`src/rtl/lut_stream_pkg.sv`:
```
// Shared constants and types for the runtime-programmable LUT stream engine.
// Default geometry (IN_W=3, OUT_W=4, DEPTH=4) and the transfer-counter width.
package lut_stream_pkg;

  localparam int IN_W_DEF  = 3;
  localparam int OUT_W_DEF = 4;
  localparam int DEPTH_DEF = 4;
  localparam int CNT_W     = 16;

  typedef logic [OUT_W_DEF-1:0] out_code_t;

endpackage

```
`src/rtl/lut_stream_if.sv`:
```
// Stream and configuration bundle for lut_stream_engine.
// The master side drives codes and table writes; the slave side is the engine.
interface lut_stream_if
  import lut_stream_pkg::*;
#(
  parameter int IN_W  = IN_W_DEF,
  parameter int OUT_W = OUT_W_DEF
);

  logic             cfg_we;
  logic [IN_W-1:0]  cfg_addr;
  logic [OUT_W-1:0] cfg_data;

  logic             in_valid;
  logic             in_ready;
  logic [IN_W-1:0]  in_data;

  logic             out_valid;
  logic             out_ready;
  logic [OUT_W-1:0] out_data;

  modport master (
    output cfg_we, cfg_addr, cfg_data,
    output in_valid, in_data, out_ready,
    input  in_ready, out_valid, out_data
  );

  modport slave (
    input  cfg_we, cfg_addr, cfg_data,
    input  in_valid, in_data, out_ready,
    output in_ready, out_valid, out_data
  );

endinterface

```
`src/rtl/lut_stream_fifo.sv`:
```
// Synchronous FIFO with registered occupancy count; DEPTH must be a power of two
// so the pointers wrap naturally.
module lut_stream_fifo #(
  parameter int WIDTH = 4,
  parameter int DEPTH = 4
) (
  input  logic             clk,
  input  logic             rst_n,
  input  logic             i_push,
  input  logic [WIDTH-1:0] i_push_data,
  input  logic             i_pop,
  output logic [WIDTH-1:0] o_head,
  output logic             o_full,
  output logic             o_empty
);

  localparam int PTR_W    = $clog2(DEPTH);
  localparam int CNT_BITS = PTR_W + 1;

  logic [WIDTH-1:0]    r_mem [DEPTH];
  logic [PTR_W-1:0]    r_wr_ptr;
  logic [PTR_W-1:0]    r_rd_ptr;
  logic [CNT_BITS-1:0] r_count;

  logic w_push;
  logic w_pop;

  assign o_full  = (r_count == CNT_BITS'(DEPTH));
  assign o_empty = (r_count == '0);
  assign o_head  = r_mem[r_rd_ptr];
  assign w_push  = i_push && !o_full;
  assign w_pop   = i_pop && !o_empty;

  // NOTE: storage is reset so the head reads 0 out of reset; with only a few
  // entries that is cheaper than gating the output path.
  always_ff @(posedge clk or negedge rst_n) begin
    if (!rst_n) begin
      for (int i = 0; i < DEPTH; i++) r_mem[i] <= '0;
    end else if (w_push) begin
      r_mem[r_wr_ptr] <= i_push_data;
    end
  end

  // NOTE: non-blocking assignments keep every flop updating from pre-edge
  // values, so the pointer and count logic cannot race each other.
  always_ff @(posedge clk or negedge rst_n) begin
    if (!rst_n) begin
      r_wr_ptr <= '0;
      r_rd_ptr <= '0;
      r_count  <= '0;
    end else begin
      if (w_push) r_wr_ptr <= r_wr_ptr + 1'b1;
      if (w_pop)  r_rd_ptr <= r_rd_ptr + 1'b1;
      case ({w_push, w_pop})
        2'b10:   r_count <= r_count + 1'b1;
        2'b01:   r_count <= r_count - 1'b1;
        default: r_count <= r_count;
      endcase
    end
  end

endmodule

```
`src/rtl/lut_stream_engine.sv`:
```
// Runtime-programmable truth-table engine: table + registered lookup stage + output FIFO.
// Define LUT_CNT_EN to add the 16-bit completed-transfer counter port xfer_cnt.
module lut_stream_engine
  import lut_stream_pkg::*;
#(
  parameter int IN_W  = IN_W_DEF,
  parameter int OUT_W = OUT_W_DEF,
  parameter int DEPTH = DEPTH_DEF
) (
  input  logic             clk,
  input  logic             rst_n,
  lut_stream_if.slave      bus
`ifdef LUT_CNT_EN
  ,
  output logic [CNT_W-1:0] xfer_cnt
`endif
);

  localparam int ENTRIES = 2 ** IN_W;

  logic [OUT_W-1:0] r_table [ENTRIES];
  logic             r_s1_valid;
  logic [OUT_W-1:0] r_s1_data;

  logic             w_accept;
  logic             w_push;
  logic             w_pop;
  logic             w_fifo_full;
  logic             w_fifo_empty;
  logic [OUT_W-1:0] w_fifo_head;

  // in_ready depends only on registered state, never on out_ready.
  assign bus.in_ready  = !r_s1_valid || !w_fifo_full;
  assign w_accept      = bus.in_valid && bus.in_ready;
  assign w_push        = r_s1_valid && !w_fifo_full;
  assign w_pop         = !w_fifo_empty && bus.out_ready;
  assign bus.out_valid = !w_fifo_empty;
  assign bus.out_data  = w_fifo_head;

  always_ff @(posedge clk or negedge rst_n) begin
    if (!rst_n) begin
      for (int i = 0; i < ENTRIES; i++) r_table[i] <= '0;
    end else if (bus.cfg_we) begin
      r_table[bus.cfg_addr] <= bus.cfg_data;
    end
  end

  // The lookup reads the pre-edge table, so a same-edge write to the same
  // entry only affects later inputs.
  always_ff @(posedge clk or negedge rst_n) begin
    if (!rst_n) begin
      r_s1_valid <= 1'b0;
      r_s1_data  <= '0;
    end else if (w_accept) begin
      r_s1_valid <= 1'b1;
      r_s1_data  <= r_table[bus.in_data];
    end else if (w_push) begin
      r_s1_valid <= 1'b0;
    end
  end

  lut_stream_fifo #(
    .WIDTH (OUT_W),
    .DEPTH (DEPTH)
  ) u_fifo (
    .clk         (clk),
    .rst_n       (rst_n),
    .i_push      (w_push),
    .i_push_data (r_s1_data),
    .i_pop       (w_pop),
    .o_head      (w_fifo_head),
    .o_full      (w_fifo_full),
    .o_empty     (w_fifo_empty)
  );

`ifdef LUT_CNT_EN
  logic [CNT_W-1:0] r_xfer_cnt;

  always_ff @(posedge clk or negedge rst_n) begin
    if (!rst_n)     r_xfer_cnt <= '0;
    else if (w_pop) r_xfer_cnt <= r_xfer_cnt + 1'b1;
  end

  assign xfer_cnt = r_xfer_cnt;
`endif

endmodule

```
`src/flat_wrapper.sv`:
```
// flat-port wrapper written by rule: the top's interface ports become plain ports
module lut_stream_engine_flat import lut_stream_pkg::*;
#(
  parameter int IN_W  = IN_W_DEF,
  parameter int OUT_W = OUT_W_DEF,
  parameter int DEPTH = DEPTH_DEF
)
  (clk, rst_n, bus_cfg_we, bus_cfg_addr, bus_cfg_data, bus_in_valid, bus_in_data, bus_out_ready, bus_in_ready, bus_out_valid, bus_out_data);
  lut_stream_if #(.IN_W(IN_W), .OUT_W(OUT_W)) bus_i ();
  input  logic clk;
  input  logic rst_n;
  input wire logic [$bits(bus_i.cfg_we)-1:0] bus_cfg_we;
  input wire logic [$bits(bus_i.cfg_addr)-1:0] bus_cfg_addr;
  input wire logic [$bits(bus_i.cfg_data)-1:0] bus_cfg_data;
  input wire logic [$bits(bus_i.in_valid)-1:0] bus_in_valid;
  input wire logic [$bits(bus_i.in_data)-1:0] bus_in_data;
  input wire logic [$bits(bus_i.out_ready)-1:0] bus_out_ready;
  output wire logic [$bits(bus_i.in_ready)-1:0] bus_in_ready;
  output wire logic [$bits(bus_i.out_valid)-1:0] bus_out_valid;
  output wire logic [$bits(bus_i.out_data)-1:0] bus_out_data;
  assign bus_i.cfg_we = bus_cfg_we;
  assign bus_i.cfg_addr = bus_cfg_addr;
  assign bus_i.cfg_data = bus_cfg_data;
  assign bus_i.in_valid = bus_in_valid;
  assign bus_i.in_data = bus_in_data;
  assign bus_i.out_ready = bus_out_ready;
  assign bus_in_ready = bus_i.in_ready;
  assign bus_out_valid = bus_i.out_valid;
  assign bus_out_data = bus_i.out_data;
  lut_stream_engine #(.IN_W(IN_W), .OUT_W(OUT_W), .DEPTH(DEPTH)) u_core (.clk(clk), .rst_n(rst_n), .bus(bus_i));
endmodule
```
`config.mk`:
```
export PLATFORM = sky130hd
export DESIGN_NAME = lut_stream_engine_flat
export DESIGN_NICKNAME = d
export VERILOG_FILES = /design/src/rtl/lut_stream_pkg.sv /design/src/rtl/lut_stream_if.sv /design/src/rtl/lut_stream_fifo.sv /design/src/rtl/lut_stream_engine.sv /design/src/flat_wrapper.sv
export SDC_FILE = /design/constraint.sdc
export NUM_CORES = 1
export LEC_CHECK = 0
export ABC_AREA = 0
export CAP_MARGIN = 25
export CORE_ASPECT_RATIO = 1.25
export CORE_UTILIZATION = 55
export CTS_BUF_LIST = sky130_fd_sc_hd__clkbuf_2 sky130_fd_sc_hd__clkbuf_4 sky130_fd_sc_hd__clkbuf_8
export DETAILED_ROUTE_END_ITERATION = 10
export PLACE_DENSITY = 0.76
export SKIP_CTS_REPAIR_TIMING = 1
export SYNTH_ARGS = -nofsm -noshare
export SYNTH_HDL_FRONTEND = slang
export SYNTH_SLANG_ARGS = --single-unit
```
`constraint.sdc`:
```
create_clock -name clk -period 5.7 [get_ports clk]
set_input_delay 1.14 -clock clk [delete_from_list [all_inputs] [get_ports clk]]
set_output_delay 1.14 -clock clk [all_outputs]
set_load 0.01 [all_outputs]
```
# [Word level (Yosys, flattened, before mapping)]
# Cells that the tools add are included.
[totals] romBits=0 memories=0 input_bits=15 ff_bits=60 out_inout_bits=6 wordCells=63 ram_bits=0 latch_bits=0
[op_classes] order_cmp=6 mux=15 eq_ne=3 div_mod_pow=0 bitwise_logic=4 addsub=4 shifts=0 reduce_logical=14 n_mul=0
[ops] cell="32-bit bitwise mux" count=1
[ops] cell="4-bit two-way mux" count=6
[ops] cell="16-bit bitwise mux" count=1
[ops] cell="4-bit binary-select mux with 3-bit select" count=1
[ops] cell="4-bit demux with 3-bit select" count=1
[ops] cell="4-bit binary-select mux with 2-bit select" count=1
[ops] cell="4-bit demux with 2-bit select" count=1
[ops] cell="4-bit greater-or-equal comparator, second input constant" count=2
[ops] cell="3-bit inverter with 4-bit output" count=2
[ops] cell="1-bit logical AND" count=7
[ops] cell="3-bit greater-or-equal comparator, second input constant" count=2
[ops] cell="2-bit inverter with 3-bit output" count=2
[ops] cell="3-bit case mux with 2 select lines" count=1
[ops] cell="2-bit by 1-bit adder with 2-bit output, second input constant" count=2
[ops] cell="4-bit by 1-bit < comparator with 1-bit output, second input constant" count=1
[ops] cell="2-bit nonzero test" count=2
[ops] cell="3-bit by 1-bit adder with 3-bit output, second input constant" count=1
[ops] cell="3-bit equality test, second input constant" count=1
[ops] cell="1-bit logical NOT" count=3
[ops] cell="3-bit logical NOT" count=1
[ops] cell="3-bit by 1-bit < comparator with 1-bit output, second input constant" count=1
[ops] cell="3-bit by 1-bit subtractor with 3-bit output, second input constant" count=1
[ops] cell="2-bit by 1-bit equality test with 1-bit output, second input constant" count=1
[ops] cell="2-bit equality test, second input constant" count=1
[ops] cell="2 further kinds" count=3

# [Logic depth before layout (Yosys ltp)]
# Gate-level depths: netlist (run 1).
[depth] ltp_word=6 ltp_mapped=8 depth_no_buf=8

# [Modules after synthesis]
# From an unflattened synthesis (run 1), not the netlist that was laid out.
[hier_totals] cells_unflattened=192 hier_area_um2=2826.5
[modules_own_cells] mod="lut_stream_engine" area_each_um2=1721.7 n_inst=1 cells_each=115 seq_area_each_um2=925.9
[modules_own_cells] mod="lut_stream_fifo" area_each_um2=1104.8 n_inst=1 cells_each=77 seq_area_each_um2=575.6

# [Worst setup path after synthesis (run 1)]
# No wires, ideal clock.
[synth_timing] kind="input -> register" from="input port bus_out_ready" to="register u_core.u_fifo.r_count[2]" stages=7 path_slack_ns=3.341 arrival_ns=2.280 cell_sequence="o31a_1 > ha_1 > inv_1 > fa_1 > xor2_1 > nor2_1 > xor2_1"
[synth_between] elab_chain_cells=4
[synth_rtl] item="from (decl)" line_no="flat_wrapper.sv:17" rtl="input wire logic [$bits(bus_i.out_ready)-1:0] bus_out_ready;"
[synth_rtl] item="1-bit logical AND (*)" line_no="lut_stream_engine.sv:36" rtl="assign w_pop = !w_fifo_empty && bus.out_ready;"
[synth_rtl] item="1-bit logical AND (*)" line_no="lut_stream_fifo.sv:32" rtl="assign w_pop = i_pop && !o_empty;"
[synth_rtl] item="2-bit by 1-bit equality test with 1-bit output / 2-bit equality test (equally long branches)" line_no="lut_stream_fifo.sv:54" rtl="case ({w_push, w_pop})"
[synth_rtl] item="3-bit case mux with 2 select lines / 2-bit nonzero test (equally long branches)"
[synth_rtl] item="to (signal assigned)" line_no="lut_stream_fifo.sv:55" rtl="2'b10: r_count <= r_count + 1'b1;"
[synth_rtl] item="to (signal assigned)" line_no="lut_stream_fifo.sv:56" rtl="2'b01: r_count <= r_count - 1'b1;"
[synth_rtl] item="to (signal assigned)" line_no="lut_stream_fifo.sv:57" rtl="default: r_count <= r_count;"
[synth_rtl] item="to (decl)" line_no="lut_stream_fifo.sv:23" rtl="logic [CNT_BITS-1:0] r_count;"
# Every way passes the cells marked *; elsewhere a longest branch is shown, timed or not.
# A chain may end at the register's enable or synchronous reset.

# [Worst setup path in the final report (run 1)]
[layout_timing] from="register u_core.u_fifo.r_rd_ptr[0]" to="output port bus_out_data[2]"
[layout_between] elab_chain_cells=4
[layout_rtl] item="from (decl)" line_no="lut_stream_fifo.sv:22" rtl="logic [PTR_W-1:0] r_rd_ptr;"
[layout_rtl] item="from (signal assigned)" line_no="lut_stream_fifo.sv:53" rtl="if (w_pop) r_rd_ptr <= r_rd_ptr + 1'b1;"
[layout_rtl] item="2-bit inverter with 3-bit output (not written as such)" line_no="lut_stream_fifo.sv:30" rtl="assign o_head = r_mem[r_rd_ptr];"
[layout_rtl] item="4-bit binary-select mux with 2-bit select" line_no="lut_stream_fifo.sv:30"
[layout_rtl] item="4-bit two-way mux (not written as such) (2 in a row)" line_no="lut_stream_fifo.sv:30"
[layout_rtl] item="to (decl)" line_no="flat_wrapper.sv:20" rtl="output wire logic [$bits(bus_i.out_data)-1:0] bus_out_data;"
# No other way between the ends. The select of a mux whose other input is x is not followed.

==> results.py, run 1 <==
metrics = {
    "status": {
        "outcome": "finished clean",
    },
    "critical_path": {
        "path_class": "flip-flop to output port",
        "crit_family": "multiplexers",
        "worstSetupStartpointType": "flip-flop",
        "cp_max_fo": 6,
        "end_kind": "output port",
        "r2r_cells": 8,
        "crit_arrival_ns": 1.91,
        "critPathMaxStageDelay_ns": 0.56,
        "cp_cell_sequence": "mux4_2 -> clkdlybuf4s50_1",
        "slowest_stage": "mux4_2",
        "worstPathRequired_ns": 4.56,
        "timing.rr.start": "u_core.u_fifo.r_count[0]$_DFFE_PN0P_",
        "ff2ff_setup_slack_ns": 3.49,
        "worst-path-buf-inv": 1,
        "r2r_end": "u_core.u_fifo.r_count[2]$_DFFE_PN0P_",
    },
    "power_and_ir_drop": {
        "p_leak_nw": 1.449,
        "peakVddDrop_mv": 0.2077,
        "p_per_area_nw_per_um2": 476.8,
    },
    "placement": {
        "port_buffers": 20,
        "dp.cells": 263,
        "gp_congestion": 0.7440,
        "dp_hpwl_mm": 3.582,
    },
    "timing": {
        "fin_setup_tns_ns": 0,
        "max_freq_mhz": 328.2,
        "slew_headroom_pct": 36.37,
        "fin_crit_sh_pct": 53.45,
        "tightestPinTransition_ns": 0.9515,
        "report.final.slew_viol_count": 0,
        "grt_setup_unrepaired": "false",
        "setup_viol": 0,
        "hold_viol": 0,
        "worst_clock_skew_ns": 0.006601,
        "post-route-min-period_ns": 3.047,
    },
    "grt": {
        "grt_max_degree": 61,
        "grt.total_usage_pct": 21.35,
        "grt_pass1_wl_mm": 8.211,
        "grt_overflow": 0,
        "grt_pass1_vias": 1730,
        "antenna_found_initial": 0,
    },
    "floorplanning": {
        "start_util_pct": 58.18,
        "coreArea_um2": 4835,
        "num_rows": 28,
        "die_x_um": 65.96,
        "die_area_um2": 5406,
        "num_io_pins": 21,
        "die_h_um": 81.96,
    },
    "cts": {
        "path_clk_slew_ns": 0.06,
        "cts.path.max_buffers": 2,
        "clock-root-buffer": "clkbuf_8",
        "cts_tree": "yes",
        "htree_levels": 3,
        "insertion_delay_ns": 0.32,
        "cts_sinks": 60,
        "numCtsBuffers": 9,
    },
    "flow_run": {
        "max_cap_viol_count": 0,
    },
    "drt": {
        "firstDrtPassIters": 4,
        "vias_per_cell": 5.687,
        "vias": 1581,
        "drt_iter0_drc": 78,
        "wl_mm": 4.963,
        "detail-route-antenna-nets": 0,
        "wl_per_cell_um": 17.85,
        "drc": 0,
    },
    "cells_and_area": {
        "fin_cells": 278,
        "nNetsFinal": 235,
        "diodes": 0,
        "drive_gt1_share_pct": 34.86,
        "n_fill_cell": 348,
        "syn2layout_area_growth_pct": 15.97,
    },
    "yosys": {
        "syn_avg_cell_area_um2": 15.12,
        "ys_ff_latch": 60,
        "ys_seq_area_share_pct": 53.38,
        "yosys_warnings": 0,
        "netlist_area_um2": 2813,
        "synthArstFlopShare_pct": 100.0,
        "ys_types": 27,
        "syn-instance-count": 186,
        "synth_nets": 207,
        "synth_edf_count": 0,
        "yosys-top-cells-area": "dfrtp_1, mux2_2, mux2i_1, mux4_2, ha_1",
        "ys.flop_type": "dfrtp_1",
        "synth_top_cell_by_area": "dfrtp_1",
        "synth_top_area_share_pct": 53.38,
    },
    "min_path": {
        "whs_endpoint": "u_core.u_fifo.r_mem[8]$_DFFE_PN0P_",
        "hold_class": "flip-flop to flip-flop",
        "worstHoldStart": "u_core.u_fifo.r_mem[8]$_DFFE_PN0P_",
        "whs_path_depth": 1,
    },
}
[sequential cells by signal, indices dropped and copies added, names as in the netlist]
name                    cells
u_core.u_fifo.r_wr_ptr      2
u_core.r_s1_data            4
u_core.u_fifo.r_mem        16
u_core.u_fifo.r_rd_ptr      2
u_core.r_s1_valid           1
u_core.u_fifo.r_count       3
u_core.r_table             32
[layout by cell type (no fill, tap or decap)]
cell and n:
dfrtp_1 60, mux2_2 48, mux2i_1 21, clkdlybuf4s50_1 19, clkbuf_8 12, inv_1 9, mux4_2 8, ha_1 5
nand3_1 4, nand2_1 3, xnor2_1 3, xor2_1 3, nand4b_1 3, nand2b_1 2, nor3b_2 2, clkbuf_4 2
or3b_1 1, or3_1 1, nand4bb_1 1, o31a_1 1, and2_1 1, nand4_1 1, nor3_1 1, nor3_2 1
mux2_1 1, nor2_1 1, fa_1 1, bufinv_16 1, buf_2 1, buf_4 1
[through the flow]
step	instance area, um^2	util [%]	setup slack, ns	power, W	hold slack [ns]
global placement	3052	63.12	2.625	0.001130	0.4707
global route	3262	67.47	2.590	0.001650	0.5154
CTS	3262	67.47	2.621	0.001576	0.5072
floorplan	2813	-	3.341	0.0009999	0.4594
detailed placement	3052	63.12	2.507	0.001174	0.4938
finish	3262	67.47	2.653	0.001555	0.4973
[cell usage after synthesis (2+ instances only)]
library cell and number:
nand2_1 3, nand2b_1 2, ha_1 5, mux2_2 48
mux2i_1 21, inv_1 9, xnor2_1 3, nand4b_1 3
nand3_1 4, xor2_1 3, dfrtp_1 60, nor3b_2 2
clkbuf_1 2, mux4_2 8
[area by class of cell]
cell class / count / area [um^2] / share of cell area [%]
Clock inverter: 1 / 30.03 / 0.9206
Timing Repair Buffer: 21 / 202.7 / 6.214
Sequential cell: 60 / 1501 / 46.03
Inverter: 9 / 33.78 / 1.036
Multi-Input combinational cell: 113 / 1239 / 37.97
Tap cell: 60 / 75.07 / 2.301
Clock buffer: 14 / 180.2 / 5.524
[cell families after synthesis]
group	Yosys count	share of synthesized area, %
multiplexers	78	33.50
buffers and inverters	13	2.580
adder cells (fa/ha/maj)	6	2.936
AND/OR/NAND/NOR	22	5.427
XOR/XNOR	6	1.869
AO/OA/AOI/OAI	1	0.3114
flip-flops	60	53.38
[worst max-delay path by stage]
stage                                          startpoint                                   end  slack, ns  depth (start not counted)
floorplan                                   bus_out_ready  u_core.u_fifo.r_count[2]$_DFFE_PN0P_       3.34                          7
global placement                           bus_in_data[0]       u_core.r_s1_data[2]$_DFFE_PN0P_       2.63                          4
detailed placement                         bus_in_data[0]       u_core.r_s1_data[2]$_DFFE_PN0P_       2.51                          4
CTS                 u_core.u_fifo.r_rd_ptr[0]$_DFFE_PN0P_                       bus_out_data[2]       2.62                          2
global route        u_core.u_fifo.r_rd_ptr[0]$_DFFE_PN0P_                       bus_out_data[1]       2.59                          2
finish              u_core.u_fifo.r_rd_ptr[0]$_DFFE_PN0P_                       bus_out_data[2]       2.65                          2
[layer usage]
layer | global-route usage [%] | part of all wire, %
met1 | 22.99 | 40
met2 | 38.27 | 56
met3 | 5.417 | 2.8
met4 | 11.06 | 1.2
met5 | 0 | 0
[report_power, final]
group | leakage [nW] | internal [W] | switching (W) | total, W
logic | 0.617 | 0.000293 | 0.000179 | 0.000472
registers | 0.722 | 0.000575 | 0.000116 | 0.000690
clock network | 0.110 | 0.000245 | 0.000148 | 0.000393
total | 1.45 | 0.00111 | 0.000442 | 0.00156
No activity file was read; power rests on OpenSTA's default activity.
==> run 2, diff against run 1 <==
CORE_UTILIZATION = 54   (was 55)
PLACE_DENSITY = 0.77   (was 0.76)
clock period = 2.6 ns   (was 5.7 ns; I/O delays follow)
==> run 2 against run 1 <==
Against the previous run: sequential share of layout area rose by 0.089 points; via count is 2.0% higher; core utilization is 2.9 points lower; global-route usage shrank 0.11 points; clock skew is essentially flat; sequential power increased by 120%; clock power grew 99%.
==> results.py, run 2 (synthesis gave the netlist of run 1 again) <==
metrics = {
    "status": {
        "outcome": "finished clean",
    },
    "timing": {
        "grt_setup_unrepaired": "false",
        "max_freq_mhz": 411.7,
        "tightestPinTransition_ns": 0.8956,
        "post-route-min-period_ns": 2.429,
        "slew_headroom_pct": 40.29,
        "fin_crit_sh_pct": 93.42,
        "whs_ns": 0.3096,
        "fin_setup_tns_ns": 0,
        "setup_viol": 0,
        "worst_clock_skew_ns": 0.006520,
        "report.final.slew_viol_count": 0,
        "hold_viol": 0,
    },
    "cells_and_area": {
        "nNetsFinal": 237,
        "diodes": 0,
        "final_cell_mix": "dfrtp_1, mux2_2, mux2i_1",
        "final_common_cell": "dfrtp_1",
        "drive_gt1_share_pct": 35.75,
        "syn2layout_area_growth_pct": 15.75,
        "largest_reg_flops": 32,
        "top_regs": "u_core.r_table x32, u_core.u_fifo.r_mem x16, u_core.r_s1_data x4",
        "stdcell_area_um2": 3256,
        "top_register": "u_core.r_table",
        "fin_util_pct": 64.55,
    },
    "floorplanning": {
        "coreArea_um2": 5044,
        "start_util_pct": 55.77,
        "die_h_um": 82.69,
        "num_rows": 29,
        "die_area_um2": 5503,
        "num_io_pins": 21,
        "die_x_um": 66.55,
    },
    "grt": {
        "grt_max_degree": 42,
        "grt_overflow": 0,
        "grt_pass1_vias": 1758,
        "grt.total_usage_pct": 21.24,
        "antenna_found_initial": 0,
        "grt_pass1_wl_mm": 8.231,
    },
    "drt": {
        "drc": 0,
        "wl_per_cell_um": 17.62,
        "drt_iter0_drc": 96,
        "vias": 1612,
        "firstDrtPassIters": 4,
        "wl_mm": 4.987,
        "vias_per_cell": 5.696,
        "detail-route-antenna-nets": 0,
    },
    "critical_path": {
        "crit_arrival_ns": 1.91,
        "worstSetupStartpointType": "flip-flop",
        "worstPathRequired_ns": 2.08,
        "end_kind": "output port",
        "path_class": "flip-flop to output port",
        "cp_max_fo": 6,
    },
    "placement": {
        "dpl-instance-area_um2": 3069,
        "gp_congestion": 0.8022,
        "dp_hpwl_mm": 3.647,
        "port_buffers": 20,
    },
    "min_path": {
        "hold_class": "input port to async pin",
    },
    "cts": {
        "numCtsBuffers": 9,
        "cts.path.max_buffers": 2,
        "insertion_delay_ns": 0.34,
        "cts_sinks": 60,
        "cts_tree": "yes",
        "clock-root-buffer": "clkbuf_8",
        "path_clk_slew_ns": 0.07,
        "htree_levels": 3,
    },
    "power_and_ir_drop": {
        "p_seq_share_pct": 45.5,
        "internal_power_w": 0.002346,
        "p_sw_share_pct": 29.62,
        "peakVddDrop_mv": 0.6060,
        "p_per_area_nw_per_um2": 1024,
        "p_leak_nw": 1.452,
        "power_frac_clock_pct": 23.5,
        "combPwrFrac_pct": 31.0,
        "p_sw_w": 0.0009873,
    },
    "flow_run": {
        "max_cap_viol_count": 0,
    },
}
run 2: cell count changes in the layout (fill, tap and decap cells not counted):
| cell | before | now |
|---|---|---|
| buf_4 | 1 | 3 |
| clkbuf_4 | 2 | 1 |
| clkbuf_8 | 12 | 9 |
| clkinv_2 | 0 | 5 |
run 2: final timing paths:
kind                                                        endpoint  depth (start not counted)  slack [ns]                             startpoint
worst max-delay path                                 bus_out_data[0]                          2        0.17  u_core.u_fifo.r_rd_ptr[0]$_DFFE_PN0P_
worst min-delay path                   u_core.r_s1_valid$_DFFE_PN0P_                          1        0.31                                  rst_n
worst max register to register  u_core.u_fifo.r_count[2]$_DFFE_PN0P_                          8        0.34   u_core.u_fifo.r_count[0]$_DFFE_PN0P_
worst min register to register    u_core.u_fifo.r_mem[8]$_DFFE_PN0P_                          1        0.49     u_core.u_fifo.r_mem[8]$_DFFE_PN0P_
max in group asynchronous             u_core.r_table[15]$_DFFE_PN0P_                          2        1.60                                  rst_n
min in group clk                  u_core.u_fifo.r_mem[8]$_DFFE_PN0P_                          1        0.49     u_core.u_fifo.r_mem[8]$_DFFE_PN0P_
run 2: worst max-delay path, stage by stage, from the launching register on:
cell,delay [ns]
dfrtp_1,0.54
mux4_2,0.55
clkdlybuf4s50_1,0.49
run 2: metrics by stage:
| stage | total power (W) | std cells | worst slack [ns] |
|---|---|---|---|
| finish | 0.003333 | 283 | 0.1711 |
| global route | 0.003553 | 283 | 0.06744 |
| CTS | 0.003371 | 283 | 0.1310 |
| detailed placement | 0.002571 | 267 | 0.2637 |
| global placement | 0.002470 | 267 | 0.3594 |
| floorplan | 0.002192 | 186 | 0.5846 |
run 2: cell type report:
cell class              instances  area, um^2
clock inverters                 6       55.05
clock buffers                  10       131.4
well taps                      62       77.57
repair buffers                 23       217.7
multi-input cells             113        1239
inverters                       9       33.78
flip-flops and latches         60        1501
fillers                       361        1788
run 2: power groups by stage:
stage	combinational, W	clock, W	sequential, W
detailed placement	0.00104	0	0.00153
finish	0.00103	0.000784	0.00152
global route	0.00114	0.000852	0.00156
CTS	0.00105	0.000804	0.00152
floorplan	0.000770	0	0.00142
global placement	0.000983	0	0.00149
run 2: layer usage:
layer / GRT usage, % / vias up / part of all wire, %
met3: 4.670 / 14 / 2.5
li1: - / 741 / -
met1: 22.42 / 827 / 39
met5: 0 / - / 0
met4: 12.55 / 0 / 3.1
met2: 38.28 / 30 / 55
